<file path="config.mk">
export PLATFORM = sky130hd
export DESIGN_NAME = video_frame_rx
export DESIGN_NICKNAME = d
export VERILOG_FILES = /design/src/rtl/video_rx_pkg.sv /design/src/rtl/video_rx_crc16.sv /design/src/rtl/video_frame_rx.sv
export SDC_FILE = /design/constraint.sdc
export NUM_CORES = 1
export LEC_CHECK = 0
export BUFFER_PORTS_ARGS = -buffer_cell sky130_fd_sc_hd__buf_2
export CAP_MARGIN = 20
export CORE_ASPECT_RATIO = 0.8
export CORE_MARGIN = 1.5
export CORE_UTILIZATION = 55
export DETAILED_ROUTE_END_ITERATION = 16
export GPL_TIMING_DRIVEN = 0
export PLACE_DENSITY = 0.8
export SLEW_MARGIN = 20
export SYNTH_ARGS = -nofsm -noshare
export SYNTH_HDL_FRONTEND = slang
export SYNTH_SLANG_ARGS = --single-unit
</file>
<file path="constraint.sdc">
create_clock -name clk -period 5.4 [get_ports clk]
set_clock_uncertainty 0.2 [all_clocks]
set_input_delay 0.27 -clock clk [delete_from_list [all_inputs] [get_ports clk]]
set_output_delay 0.27 -clock clk [all_outputs]
set_load 0.05 [all_outputs]
</file>
<file path="src/rtl/video_rx_pkg.sv">
// -----------------------------------------------------------------------------
// video_rx_pkg
// Shared definitions for the video frame receiver slice.
//   rx_state_e : receiver FSM states (IDLE, FRAME, LINE)
//   CRC_POLY   : CRC-16-CCITT generator polynomial
//   CRC_INIT   : CRC seed loaded at the start of every frame
// No ports (package).
// -----------------------------------------------------------------------------
package video_rx_pkg;

   typedef enum logic [1:0] {
      IDLE  = 2'd0,
      FRAME = 2'd1,
      LINE  = 2'd2
   } rx_state_e;

   localparam logic [15:0] CRC_POLY = 16'h1021;
   localparam logic [15:0] CRC_INIT = 16'hFFFF;

endpackage

</file>
<file path="src/rtl/video_rx_crc16.sv">
// -----------------------------------------------------------------------------
// video_rx_crc16
// One-step CRC-16-CCITT update over a single byte, purely combinational.
// The byte is shifted in MSB first (non-reflected CCITT form).
// Ports:
//   crc_in  [15:0] in   current CRC register value
//   data_in [7:0]  in   byte to fold in
//   crc_out [15:0] out  CRC after absorbing data_in
// -----------------------------------------------------------------------------
module video_rx_crc16
   import video_rx_pkg::*;
(
   input  logic [15:0] crc_in,
   input  logic [7:0]  data_in,
   output logic [15:0] crc_out
);

   logic [15:0] crc_work;

   always_comb begin
      crc_work = crc_in;
      for (int i = 7; i >= 0; i--) begin
         if (crc_work[15] ^ data_in[i]) begin
            crc_work = {crc_work[14:0], 1'b0} ^ CRC_POLY;
         end else begin
            crc_work = {crc_work[14:0], 1'b0};
         end
      end
      crc_out = crc_work;
   end

endmodule

</file>
<file path="src/rtl/video_frame_rx.sv">
// -----------------------------------------------------------------------------
// video_frame_rx
// Receives a vsync/hsync framed pixel stream, tags each in-bounds pixel with
// its (x, y) position and reports line/frame boundaries and geometry errors.
// Optional feature macro: VIDEO_RX_CRC_EN adds a CRC-16-CCITT of every frame
// (frame_crc port plus the video_rx_crc16 sub-module).
// Ports:
//   clk, rst_n            clock, synchronous active-low reset
//   frame_vsync           high for the whole frame
//   line_hsync            high for each active pixel
//   pix_in                pixel sampled while line_hsync=1
//   pix_valid, pix_out    registered in-bounds pixel, 1 cycle after sampling
//   x_pos, y_pos          0-based position of pix_out
//   sof, eol, eof         first pixel / line closed / frame closed strobes
//   err_line_len          with eol: line did not carry IMG_WIDTH pixels
//   err_line_cnt          with eof: frame did not carry IMG_HEIGHT lines
//   frame_cnt             completed frames, wraps
//   frame_crc             CRC of the last frame (VIDEO_RX_CRC_EN only)
// -----------------------------------------------------------------------------
module video_frame_rx
   import video_rx_pkg::*;
#(
   parameter int IMG_WIDTH  = 1280,
   parameter int IMG_HEIGHT = 720,
   parameter int DATA_WIDTH = 8
) (
   input  logic                            clk,
   input  logic                            rst_n,
   input  logic                            frame_vsync,
   input  logic                            line_hsync,
   input  logic [DATA_WIDTH-1:0]           pix_in,
   output logic                            pix_valid,
   output logic [DATA_WIDTH-1:0]           pix_out,
   output logic [$clog2(IMG_WIDTH+1)-1:0]  x_pos,
   output logic [$clog2(IMG_HEIGHT+1)-1:0] y_pos,
   output logic                            sof,
   output logic                            eol,
   output logic                            eof,
   output logic                            err_line_len,
   output logic                            err_line_cnt,
   output logic [15:0]                     frame_cnt
`ifdef VIDEO_RX_CRC_EN
   ,
   output logic [15:0]                     frame_crc
`endif
);

   localparam int XW  = $clog2(IMG_WIDTH + 1);
   localparam int YW  = $clog2(IMG_HEIGHT + 1);
   // Internal counters get one extra code so "more than expected" stays
   // distinguishable from "exactly expected" after saturation.
   localparam int XCW = $clog2(IMG_WIDTH + 2);
   localparam int YCW = $clog2(IMG_HEIGHT + 2);
   localparam logic [XCW-1:0] X_FULL = XCW'(IMG_WIDTH);
   localparam logic [XCW-1:0] X_SAT  = XCW'(IMG_WIDTH + 1);
   localparam logic [YCW-1:0] Y_FULL = YCW'(IMG_HEIGHT);
   localparam logic [YCW-1:0] Y_SAT  = YCW'(IMG_HEIGHT + 1);

   rx_state_e             state_q, state_d;
   logic                  vsync_prev_q, vsync_prev_d;
   logic [XCW-1:0]        x_cnt_q, x_cnt_d;      // pixels accepted on open line
   logic [YCW-1:0]        y_cnt_q, y_cnt_d;      // lines closed in this frame
   logic                  pix_valid_q, pix_valid_d;
   logic [DATA_WIDTH-1:0] pix_out_q, pix_out_d;
   logic [XW-1:0]         x_pos_q, x_pos_d;
   logic [YW-1:0]         y_pos_q, y_pos_d;
   logic                  sof_q, sof_d;
   logic                  eol_q, eol_d;
   logic                  eof_q, eof_d;
   logic                  err_line_len_q, err_line_len_d;
   logic                  err_line_cnt_q, err_line_cnt_d;
   logic [15:0]           frame_cnt_q, frame_cnt_d;

   // Per-cycle decisions of the FSM, consumed by the datapath below.
   logic                  accept;
   logic [XCW-1:0]        acc_x;
   logic                  line_close;
   logic                  frame_close;
   logic [YCW-1:0]        lines_closed;

`ifdef VIDEO_RX_CRC_EN
   logic [15:0]           crc_q, crc_d;
   logic [15:0]           frame_crc_q, frame_crc_d;
   logic [15:0]           crc_next;
   logic [7:0]            crc_byte;

   // Pixels narrower than a byte are zero-extended, wider ones use the low byte.
   generate
      if (DATA_WIDTH >= 8) begin : g_byte_lo
         assign crc_byte = pix_in[7:0];
      end else begin : g_byte_ext
         assign crc_byte = {{(8 - DATA_WIDTH){1'b0}}, pix_in};
      end
   endgenerate

   video_rx_crc16 u_crc16 (
      .crc_in  (crc_q),
      .data_in (crc_byte),
      .crc_out (crc_next)
   );
`endif

   always_comb begin
      state_d        = state_q;
      vsync_prev_d   = frame_vsync;
      x_cnt_d        = x_cnt_q;
      y_cnt_d        = y_cnt_q;
      pix_valid_d    = 1'b0;
      pix_out_d      = pix_out_q;
      x_pos_d        = x_pos_q;
      y_pos_d        = y_pos_q;
      sof_d          = 1'b0;
      eol_d          = 1'b0;
      eof_d          = 1'b0;
      err_line_len_d = 1'b0;
      err_line_cnt_d = 1'b0;
      frame_cnt_d    = frame_cnt_q;
      accept         = 1'b0;
      acc_x          = x_cnt_q;
      line_close     = 1'b0;
      frame_close    = 1'b0;
      lines_closed   = y_cnt_q;
`ifdef VIDEO_RX_CRC_EN
      crc_d          = crc_q;
      frame_crc_d    = frame_crc_q;
`endif

      case (state_q)
         IDLE: begin
            // Only a genuine rising edge opens a frame; hsync is ignored here.
            if (frame_vsync && !vsync_prev_q) begin
               state_d = FRAME;
               x_cnt_d = '0;
               y_cnt_d = '0;
`ifdef VIDEO_RX_CRC_EN
               crc_d   = CRC_INIT;
`endif
            end
         end
         FRAME: begin
            if (!frame_vsync) begin
               state_d     = IDLE;
               frame_close = 1'b1;
            end else if (line_hsync) begin
               state_d = LINE;
               accept  = 1'b1;
               acc_x   = '0;
            end
         end
         LINE: begin
            // vsync dropping closes the open line and the frame together;
            // a pixel presented in that cycle is not part of the frame.
            if (!frame_vsync) begin
               state_d     = IDLE;
               line_close  = 1'b1;
               frame_close = 1'b1;
            end else if (line_hsync) begin
               accept = 1'b1;
            end else begin
               state_d    = FRAME;
               line_close = 1'b1;
            end
         end
         default: state_d = IDLE;
      endcase

      if (accept) begin
         x_cnt_d = (acc_x == X_SAT) ? X_SAT : acc_x + XCW'(1);
         if ((acc_x < X_FULL) && (y_cnt_q < Y_FULL)) begin
            pix_valid_d = 1'b1;
            pix_out_d   = pix_in;
            x_pos_d     = acc_x[XW-1:0];
            y_pos_d     = y_cnt_q[YW-1:0];
            sof_d       = (acc_x == '0) && (y_cnt_q == '0);
`ifdef VIDEO_RX_CRC_EN
            crc_d       = crc_next;
`endif
         end
      end

      if (line_close) begin
         eol_d          = 1'b1;
         err_line_len_d = (x_cnt_q != X_FULL);
         lines_closed   = (y_cnt_q == Y_SAT) ? Y_SAT : y_cnt_q + YCW'(1);
         y_cnt_d        = lines_closed;
      end

      // lines_closed already includes a line closed in this same cycle.
      if (frame_close) begin
         eof_d          = 1'b1;
         err_line_cnt_d = (lines_closed != Y_FULL);
         frame_cnt_d    = frame_cnt_q + 16'd1;
`ifdef VIDEO_RX_CRC_EN
         frame_crc_d    = crc_q;
`endif
      end
   end

   always_ff @(posedge clk) begin
      if (!rst_n) begin
         state_q        <= IDLE;
         // Treat vsync as already high so a frame in progress at reset
         // release is skipped until vsync falls and rises again.
         vsync_prev_q   <= 1'b1;
         x_cnt_q        <= '0;
         y_cnt_q        <= '0;
         pix_valid_q    <= 1'b0;
         pix_out_q      <= '0;
         x_pos_q        <= '0;
         y_pos_q        <= '0;
         sof_q          <= 1'b0;
         eol_q          <= 1'b0;
         eof_q          <= 1'b0;
         err_line_len_q <= 1'b0;
         err_line_cnt_q <= 1'b0;
         frame_cnt_q    <= '0;
`ifdef VIDEO_RX_CRC_EN
         crc_q          <= CRC_INIT;
         frame_crc_q    <= '0;
`endif
      end else begin
         state_q        <= state_d;
         vsync_prev_q   <= vsync_prev_d;
         x_cnt_q        <= x_cnt_d;
         y_cnt_q        <= y_cnt_d;
         pix_valid_q    <= pix_valid_d;
         pix_out_q      <= pix_out_d;
         x_pos_q        <= x_pos_d;
         y_pos_q        <= y_pos_d;
         sof_q          <= sof_d;
         eol_q          <= eol_d;
         eof_q          <= eof_d;
         err_line_len_q <= err_line_len_d;
         err_line_cnt_q <= err_line_cnt_d;
         frame_cnt_q    <= frame_cnt_d;
`ifdef VIDEO_RX_CRC_EN
         crc_q          <= crc_d;
         frame_crc_q    <= frame_crc_d;
`endif
      end
   end

   assign pix_valid    = pix_valid_q;
   assign pix_out      = pix_out_q;
   assign x_pos        = x_pos_q;
   assign y_pos        = y_pos_q;
   assign sof          = sof_q;
   assign eol          = eol_q;
   assign eof          = eof_q;
   assign err_line_len = err_line_len_q;
   assign err_line_cnt = err_line_cnt_q;
   assign frame_cnt    = frame_cnt_q;
`ifdef VIDEO_RX_CRC_EN
   assign frame_crc    = frame_crc_q;
`endif

endmodule

</file>
### Yosys cells after proc, flatten, opt, wreduce, memory -nomap -nowiden

Index checks and enable logic that the tools add are counted.

* register bits: 75
* input bits: 12
* logic and storage cells: 77

* add/sub/neg operators: 3
* magnitude comparators: 2
* equality and inequality tests: 9
* multiplexer cells: 29
* reductions and logical operators: 20

Operators with widths (count)
* $mux 11: 7
* $mux 10: 5
* $add 16x1->16 const B: 1
* $reduce_and 2->1: 6
* $add 11x1->11 const B: 1
* $eq 11x11->1 const B: 1
* $logic_not 11->1: 1
* $lt 11x11->1 const B: 1
* $mux 1: 11
* $ne 11x11->1 const B: 1
* $add 10x1->10 const B: 1
* $eq 10x10->1 const B: 1
* $logic_not 10->1: 1
* $lt 10x10->1 const B: 1
* $mux 2: 5
* $ne 10x10->1 const B: 1
* $reduce_bool 2->1: 4
* $ne 3x3->1 const B: 2
* $pmux 2 s3: 1
* $reduce_and 3->1: 2
* $logic_and 1x1->1: 3
* $eq 2x1->1 const B: 1
* $eq 2x2->1 const B: 1
* $logic_not 2->1: 1
* 3 further kinds: 3

### Logic depth before layout (Yosys ltp)

* word-level depth: 6
* gate-level depth with buffers: 11
* mapped depth without buffers: 10

### Worst setup path before layout

OpenSTA, ideal clock, no wires.

* path type: reg2reg
* start: register state_q[1]
* end: register x_cnt_q[10]
* setup time: 91 ps
* arrival time: 2097 ps
* slack: 3012 ps
* cell stages (with the launch flop): 10
* clock period less this slack: 2388 ps
* path through: dfxtp_1 > inv_1 > ha_1 > nand3_1 > buf_2 > and2_1 > ha_1 > and3_1 > a311o_1 > a311oi_1

* word-level cells in the longest chain between the ends: 5

Ends and longest elaborated chain
* start, declared: line video_frame_rx.sv:59 `rx_state_e state_q, state_d;`
* start signal, assigned: line video_frame_rx.sv:222 `state_q <= state_d;`
* $eq 2x1->1 (*): line video_frame_rx.sv:128 `case (state_q)`
* $mux 11 (*): line video_frame_rx.sv:128
* named net acc_x[1]: line video_frame_rx.sv:76 `logic [XCW-1:0] acc_x;`
* $add 11x1->11 or $eq 11x11->1 (tied branches): line video_frame_rx.sv:168 `x_cnt_d = (acc_x == X_SAT) ? X_SAT : acc_x + XCW'(1);`
* $mux 11 (*): line video_frame_rx.sv:168
* $mux 11 (*): line video_frame_rx.sv:167 `if (accept) begin`
* end signal, assigned: line video_frame_rx.sv:224 `x_cnt_q <= x_cnt_d;`
* end, declared: line video_frame_rx.sv:61 `logic [XCW-1:0] x_cnt_q, x_cnt_d;`

The timed path passes the listed nets; every way through them passes the cells marked *.
A chain may end at the register's enable or synchronous reset.

### Worst setup path in the final report

Ends and elaborated chain as after synthesis.

==> results.yml <==
timing:
  setup_tns_ps: 0
  finalCritPeriodShare_pct: 51.9
  worst_slew_pin_slew_ps: 659
  setup_viol: 0
  fmax_mhz: 357
  hold_viol: 0
  fin_crit_ps: 2800
  slew_viol_final: 0
  holdWs_ps: 70.4
  rsz0062_at_grt: "no"
  relSlewSlack_pct: 56.1
floorplan:
  dieArea_mm2: 0.00737
  rows: 26
  core_mm2: 0.00651
  pin_count: 63
  die_x_um: 95.6
  initial_core_util_pct: 58.0
  die_y_um: 77.1
clock_tree:
  cts_buffers: 9
  post_cts_buffers: 0
  tritoncts: "yes"
  cts.sinks: 75
  clk_latency_ps: 350
  clk_pin_slew_worst_paths_ps: 80
  ctsHtreeMaxLevel: 3
  cts_buffer_depth: 2
  root_buffer: "clkbuf_8"
yosys:
  synth_area_per_cell_um2: 8.55
  synth_cells: 441
  synth_edf_count: 0
  synth_flop_cell: "dfxtp_1"
  netlist_area_mm2: 0.00377
  synth_seq_cells: 75
  syn-num-nets: 462
  async_flop_share_pct: 0
  synth_warnings: 0
  seq_area_frac_synth_pct: 39.8
  ys_types: 61
critical_path:
  arrival_ps: 2860
  path_buf_inv: 3
  cp_slowest_stage_delay_ps: 360
  cp-start-kind: "register"
  setup.worst_path.class: "reg -> reg"
  worstPathRequired_ps: 5460
  crit_chain: "inv_1 > ha_1 > nand3_1 > buf_2 > nand2_1 > inv_1 > ha_1 > and3_1 > a311o_1 > a311oi_1"
  cp_top_family: "compound AO/OA/AOI/OAI gates"
  endpoint_kind: "register"
  cpMaxStageDelayCell: "a311o_1"
  crit_fanout: 10
  regToRegSetupSlack_ps: 2600
status:
  status: "complete, no violations"
global_routing:
  grt_first_pass_wirelength_um: 16000
  grt_max_degree: 13
  grt.total_usage_pct: 27.8
  antenna_found_initial: 0
  grt-ovfl-total: 0
  grt_pass1_vias: 3343
power_and_ir_drop:
  p_int_mw: 0.909
  powerDensity_mw_per_mm2: 276
  p_leak_nw: 1.80
  p_comb_share_pct: 14.1
  p_total_mw: 1.24
  pwr-share-seq_pct: 46.2
  pwr-share-clk_pct: 39.7
  switching_share_pct: 26.8
  p_switching_mw: 0.332
  ir_drop_uv: 170
flow_run:
  max_cap_violations: 0
placed_design:
  hpwl_um: 6930
  io_buffers: 61
  dpl_cell_area_mm2: 0.00418
  gp_congestion: 0.943
layout:
  final_common_cell: "dfxtp_1"
  final_util_pct: 69.0
  n_antenna_cell: 0
  fin_area_mm2: 0.00449
  final_net_count: 542
  fillerInstances: 538
  layout-area-overhead-vs-synth_pct: 19.0
  drive_gt1_share_pct: 19.8
  final_cell_mix: "dfxtp_1, nand2_1, buf_2, nor2_1, mux2i_1"
route:
  ant_nets: 0
  wl_per_cell_um: 15.9
  via_per_inst: 5.93
  firstDrtPassIters: 5
  first_iter_violations: 195
  drt-total-wl_um: 9680
  vias: 3620
  drc: 0
worst_hold_path:
  worst_hold_path_type: "in -> reg"
kinds of logic (layout without fill, tap and decap cells):
kind of cell | count (synthesis) | in the layout | synth area share (%)
compound gates | 79 | 79 | 14.7
xor+xnor | 13 | 13 | 3.02
fa+ha+maj | 9 | 9 | 2.99
buf+inv | 38 | 123 | 4.97
flops | 75 | 75 | 39.8
mux | 25 | 25 | 6.70
simple gates | 202 | 202 | 27.8
through the flow:
stage               worst slack [ps]  cells
global placement                2670    586
CTS                             2620    610
global route                    2480    610
finish                          2600    610
detailed placement              2650    586
floorplan                       3010    441
synth_stat cells (all sizes together), types with 7 or more instances:
master	number	share of area [%]
nor3	9	1.2
dfxtp	75	40
a21oi	15	2.0
nor2	33	3.3
nand3	22	3.1
nand2	68	6.8
nand4	13	2.3
xnor2	7	1.6
ha	9	3.0
and2	10	1.7
mux2i	23	6.1
o21ai	20	2.8
clkbuf	20	2.0
buf	8	2.0
inv	10	0.99
power by group through the flow:
stage	combinational [mW]	clock [mW]	sequential (mW)
2_1_floorplan	0.0987	0	0.613
3_3_place_gp	0.166	0	0.585
3_5_place_dp	0.168	0	0.586
4_1_cts	0.174	0.498	0.574
5_1_grt	0.188	0.525	0.575
6_report	0.175	0.493	0.574
worst paths after layout:
kind | startpoint | to | depth (start not counted)
worst max register to register | state_q[1] | x_cnt_q[10] | 10
worst min register to register | x_pos[2] | x_pos[2] | 2
worst max-delay path | state_q[1] | x_cnt_q[10] | 10
worst min-delay path | rst_n | y_pos[3] | 3
routing by layer:
layer  vias up  part of all wire (%)  global-route usage (%)
li1       1745                     -                       -
met1      1738                    47                    38.2
met2       125                    46                    43.3
met3        12                   5.9                    6.55
met4         0                  0.79                    7.65
met5         -                     0                       0
sequential cells by signal (all words and copies together) (netlist names):
signal and flops:
y_cnt_q 10, x_pos 11, err_line_cnt 1, state_q 2, err_line_len 1, pix_valid 1
vsync_prev_q 1, eol 1, sof 1, y_pos 10, x_cnt_q 11, pix_out 8
frame_cnt 16, eof 1
tightest hold or removal path: stages:
cell     delay, ps
buf_2          130
nand2_1        110
mux2i_1         70
cell type report:
cell class                      count  area (um^2)  share of cell area [%]
Inverter                           10         37.5                   0.836
Multi-Input combinational cell    328         2080                    46.4
Sequential cell                    75         1500                    33.4
Timing Repair Buffer               69          385                    8.58
Clock buffer                       12          155                    3.46
Buffer                             28          150                    3.34
Clock inverter                      4         72.6                    1.62
Tap cell                           84          105                    2.34
what timing repair did:
| item | CTS | global route |
|---|---|---|
| resized for setup | 0 | 0 |
| endpoints found under the hold margin | 8 | 0 |
| hold buffers | 8 | 0 |
| setup endpoints to repair | 0 | 0 |
Note: power is estimated with default switching activity, not from simulation.
